`src/rtl/uart_reg_bridge.sv`:
```
// Serial command bridge: pops W/R frames from the UART RX FIFO, drives a
// single-cycle register bus and pushes a one-byte response into the TX FIFO.
module uart_reg_bridge #(
  parameter int unsigned DATA_LENGTH    = 8,
  parameter int unsigned ADDR_WIDTH     = 8,
  parameter int unsigned TIMEOUT_CYCLES = 50000
) (
  input  logic                   clk,
  input  logic                   reset_n,
  input  logic                   rx_empty,
  input  logic [DATA_LENGTH-1:0] receive_data,
  output logic                   rd_uart,
  input  logic                   tx_full,
  output logic                   wr_uart,
  output logic [DATA_LENGTH-1:0] transmit_data,
  output logic [ADDR_WIDTH-1:0]  reg_addr,
  output logic [DATA_LENGTH-1:0] reg_wdata,
  output logic                   reg_we,
  output logic                   reg_re,
  input  logic [DATA_LENGTH-1:0] reg_rdata,
  output logic                   frame_error
);

  localparam int unsigned CNT_W = $clog2(TIMEOUT_CYCLES + 1);

  localparam logic [DATA_LENGTH-1:0] CMD_WR   = DATA_LENGTH'(8'h57);
  localparam logic [DATA_LENGTH-1:0] CMD_RD   = DATA_LENGTH'(8'h52);
  localparam logic [DATA_LENGTH-1:0] RESP_ACK = DATA_LENGTH'(8'h06);
  localparam logic [DATA_LENGTH-1:0] RESP_NAK = DATA_LENGTH'(8'h15);
  localparam logic [CNT_W-1:0]       TMO_MAX  = CNT_W'(TIMEOUT_CYCLES);

  typedef enum logic [2:0] {
    IDLE,
    GET_ADDR,
    GET_DATA,
    BUS_WR,
    BUS_RD,
    RD_WAIT,
    SEND
  } state_t;

  state_t                 state_q;
  logic                   is_write_q;
  logic [CNT_W-1:0]       tmo_q;
  logic [CNT_W-1:0]       tmo_d;
  logic                   tmo_hit_c;
  logic [ADDR_WIDTH-1:0]  reg_addr_q;
  logic [DATA_LENGTH-1:0] reg_wdata_q;
  logic                   reg_we_q;
  logic                   reg_re_q;
  logic [DATA_LENGTH-1:0] resp_q;
  logic                   frame_error_q;
  logic                   pop_c;

  // Pop whenever a byte-consuming state sees data; SEND only pushes once TX has room.
  assign pop_c   = ((state_q == IDLE) || (state_q == GET_ADDR) || (state_q == GET_DATA))
                   && !rx_empty;
  assign rd_uart = pop_c;
  assign wr_uart = (state_q == SEND) && !tx_full;

  // Counter value after this idle cycle; timing out once it would reach the limit.
  assign tmo_d     = tmo_q + CNT_W'(1);
  assign tmo_hit_c = (tmo_d == TMO_MAX);

  assign transmit_data = resp_q;
  assign reg_addr      = reg_addr_q;
  assign reg_wdata     = reg_wdata_q;
  assign reg_we        = reg_we_q;
  assign reg_re        = reg_re_q;
  assign frame_error   = frame_error_q;

  always_ff @(posedge clk) begin
    if (!reset_n) begin
      state_q       <= IDLE;
      is_write_q    <= 1'b0;
      tmo_q         <= '0;
      reg_addr_q    <= '0;
      reg_wdata_q   <= '0;
      reg_we_q      <= 1'b0;
      reg_re_q      <= 1'b0;
      resp_q        <= '0;
      frame_error_q <= 1'b0;
    end else begin
      reg_we_q      <= 1'b0;
      reg_re_q      <= 1'b0;
      frame_error_q <= 1'b0;
      unique case (state_q)
        IDLE: begin
          tmo_q <= '0;
          if (!rx_empty) begin
            if ((receive_data == CMD_WR) || (receive_data == CMD_RD)) begin
              is_write_q <= (receive_data == CMD_WR);
              state_q    <= GET_ADDR;
            end else begin
              resp_q        <= RESP_NAK;
              frame_error_q <= 1'b1;
              state_q       <= SEND;
            end
          end
        end
        GET_ADDR: begin
          if (!rx_empty) begin
            reg_addr_q <= ADDR_WIDTH'(receive_data);
            tmo_q      <= '0;
            reg_re_q   <= !is_write_q;
            state_q    <= is_write_q ? GET_DATA : BUS_RD;
          end else if (tmo_hit_c) begin
            tmo_q         <= '0;
            frame_error_q <= 1'b1;
            state_q       <= IDLE;
          end else begin
            tmo_q <= tmo_d;
          end
        end
        GET_DATA: begin
          if (!rx_empty) begin
            reg_wdata_q <= receive_data;
            tmo_q       <= '0;
            reg_we_q    <= 1'b1;
            state_q     <= BUS_WR;
          end else if (tmo_hit_c) begin
            tmo_q         <= '0;
            frame_error_q <= 1'b1;
            state_q       <= IDLE;
          end else begin
            tmo_q <= tmo_d;
          end
        end
        BUS_WR: begin
          resp_q  <= RESP_ACK;
          state_q <= SEND;
        end
        BUS_RD: begin
          state_q <= RD_WAIT;
        end
        RD_WAIT: begin
          resp_q  <= reg_rdata;
          state_q <= SEND;
        end
        SEND: begin
          if (!tx_full) state_q <= IDLE;
        end
        default: begin
          state_q <= IDLE;
        end
      endcase
    end
  end

endmodule
```
`config.mk`:
```
export PLATFORM = sky130hd
export DESIGN_NAME = uart_reg_bridge
export DESIGN_NICKNAME = d
export VERILOG_FILES = /design/src/rtl/uart_reg_bridge.sv
export SDC_FILE = /design/constraint.sdc
export NUM_CORES = 1
export LEC_CHECK = 0
export ABC_AREA = 1
export BUFFER_PORTS_ARGS = -buffer_cell sky130_fd_sc_hd__buf_2
export CAP_MARGIN = 20
export CORE_MARGIN = 5
export CORE_UTILIZATION = 55
export DETAILED_ROUTE_END_ITERATION = 10
export GPL_TIMING_DRIVEN = 1
export HOLD_SLACK_MARGIN = 0.03
export PLACE_DENSITY = 0.77
export SYNTH_ARGS = -nofsm -noshare
export SYNTH_HDL_FRONTEND = slang
export SYNTH_SLANG_ARGS = --single-unit
```
`constraint.sdc`:
```
create_clock -name clk -period 3.35 [get_ports clk]
set_clock_uncertainty 0.05 [all_clocks]
set_input_delay 0.1675 -clock clk [delete_from_list [all_inputs] [get_ports clk]]
set_output_delay 0.1675 -clock clk [all_outputs]
set_load 0.05 [all_outputs]
```
==> results.tsv <==
metric	value	unit
status	completed	
hold path startpoint	reg_rdata[7]	
synthesis warning total	0	
fin crit share	67.31	%
R2R Setup Slk	1.10	ns
MaxCap Viol Count	0	
GRT overflow	0	
layout cells sized above 1	21.72	%
Synth Instances	349	
Via-to-Cell Ratio	5.191	
sequential cell area fraction in the yosys report	39.73	%
Crit path arrival time	2.40	ns
RR Endpoint	state_q[1]$_SDFFE_PN0P_	
RSZ-0062 raised after global routing	no	
Max Transition Viols Final	0	
wire per inst	12.52	um
GRT Overall Usage	20.63	%
via count	2315	
Netlist cell types	32	
initial antenna violation count	0	
number of routed nets with antenna violations	0	
Design Power	1674	uW
I/O pin total	49	
Async S/R FF share, synth	0	%
Initial Utilization	57.96	%
Rel. slew slack	61.72	%
vias in the first global route	2163	
core area	4086	um^2
router iterations before antenna repair	4	
hold depth	3	
DP Area	2634	um^2
Iter 0 DRT Violations	178	
worst path required time	3.50	ns
pwr/cell area	615.1	nW/um^2
DRC	0	
Synth area leader	dfxtp_1	
final hold slack	0.06532	ns
Nets	417	
global-route wire length before repair	9239	um
Sum Neg Setup Slack	0	ns
Synth Flop Type	dfxtp_1	
syn_nets	370	
CP Max Fanout	11	
HP Class	primary input to flop	
CTS tree	yes	
root buf cell	clkbuf_8	
Max VDD drop	0.3524	mV
Max Fclk	443.5	MHz
setup violators final	0	
Worst setup SP type	flop	
final instance area	2721	um^2
Chip Width	75.63	um
maximum clock path buffer count	2	
drt total wl	5583	um
clk slew on worst S/H paths	0.09	ns
Leak	0.001148	uW
CTS Buf Count	5	
largest net degree at the start of global routing	36	
P&R area growth vs syn	14.90	%
hold_buf cts	0	
Seq cells post-synth	47	
number of fillers in the final layout	379	
Rows	23	
RePlAce Congestion	0.9310	
Post-DP HPWL	4124	um
Worst Setup Path Type	flop to flop	
post-CTS sizing	0	
Clk Latency, worst-skew pair	0.29	ns
number of synthesized flops with an enable pin	0	
# diodes	0	
Min-Delay Endpoint	transmit_data[7]$_SDFFE_PN0P_	
post-synth top area share	39.73	%
Worst R2R Path Depth	16	
most common cell in the netlist	nand2_1	
die height	75.63	um
critical path endpoint category	flop	
H-tree depth	2	
IO buf count	48	
clk sinks	47	
Post-CTS Setup Bufs	0	
Mapped Area	2369	um^2
top cells by area, synth	dfxtp_1 40%, nand2_1 16%, a21oi_1 7.0%, nor2_1 6.3%, nand3_1 4.9%	
Synth top cells by count	98 x nand2_1, 47 x dfxtp_1, 40 x nor2_1	
crit path time final	2.255	ns
worst r2r src	tmo_q[0]$_SDFFE_PN0P_	
Mapped Avg Cell Area	6.787	um^2
final hold viol count	0	
area of the die	5719	um^2
Slew @ Worst Pin	0.5710	ns
cell families (layout without fill, tap and decap cells):
group | after synthesis | after routing | synth area share, %
flops | 47 | 47 | 39.73
xor+xnor | 3 | 3 | 1.427
buf+inv | 47 | 94 | 8.082
simple gates | 194 | 194 | 36.98
compound gates | 57 | 57 | 13.26
fa+ha+maj | 1 | 1 | 0.5282
worst max-delay path by stage:
stage	from	end	cells after the start
finish	tmo_q[0]$_SDFFE_PN0P_	state_q[1]$_SDFFE_PN0P_	16
CTS	tmo_q[0]$_SDFFE_PN0P_	state_q[1]$_SDFFE_PN0P_	16
floorplan	state_q[2]$_SDFFE_PN0P_	wr_uart	3
detailed placement	tmo_q[0]$_SDFFE_PN0P_	state_q[1]$_SDFFE_PN0P_	16
global route	tmo_q[0]$_SDFFE_PN0P_	state_q[1]$_SDFFE_PN0P_	16
global placement	tmo_q[0]$_SDFFE_PN0P_	state_q[1]$_SDFFE_PN0P_	16
where the power goes:
part / internal, uW / switching [uW]
clock network: 162 / 178
logic: 157 / 498
registers: 629 / 50.4
flip-flops by register name, summed over array words and instances, names as in the netlist:
| signal | flops |
|---|---|
| tmo_q | 16 |
| reg_addr | 8 |
| reg_wdata | 8 |
| transmit_data | 8 |
| state_q | 3 |
| frame_error | 1 |
| is_write_q | 1 |
| reg_re | 1 |
| reg_we | 1 |
metal layers:
metal	GRT usage [%]	vias to the layer above	routed length, um
met5	0	-	0
met4	8.544	0	98
met3	3.958	14	380
met2	32.02	72	2575
met1	28.11	1017	2528
li1	-	1212	-
final cells by class:
type | instances | area [um^2] | area share [%]
inverter | 37 | 138.9 | 5.103
clock inverter | 1 | 5.005 | 0.1839
clock buffer | 6 | 82.58 | 3.034
timing repair buffer | 50 | 255.2 | 9.379
multi-input combinational | 255 | 1236 | 45.43
tap | 50 | 62.56 | 2.299
sequential | 47 | 940.9 | 34.57
cell usage in the layout, fill, tap and decap left out, types with 6 or more instances in the layout:
cell type and n:
nand2_2 6, dfxtp_1 47, nand4_1 7, nor2_2 6
inv_2 6, nand3_1 23, o21ai_0 17, buf_2 48
a21oi_1 33, clkbuf_8 6, nand2_1 98, inv_1 30
nor2_1 40
critical path, cell delays in order, from the launching register on:
cell     delay (ns)
dfxtp_1        0.41
ha_1           0.25
nand3_2        0.14
nor2_4         0.21
nand2_2        0.08
nand2_1        0.06
nand2_1        0.07
nor2_1         0.09
nand2_1        0.09
nor2_2         0.16
nand2_2        0.19
nand2_1        0.10
nand2_1        0.05
nand2_1        0.05
nand2_1        0.04
nand2_1        0.05
nand2_1        0.04
stage by stage:
step	instances	setup slack (ns)	utilization (%)
floorplan	349	1.443	-
global placement	439	1.161	64.45
detailed placement	439	1.130	64.45
CTS	446	1.115	66.60
global route	446	0.9213	66.60
finish	446	1.095	66.60
(Power assumes the default switching activity.)
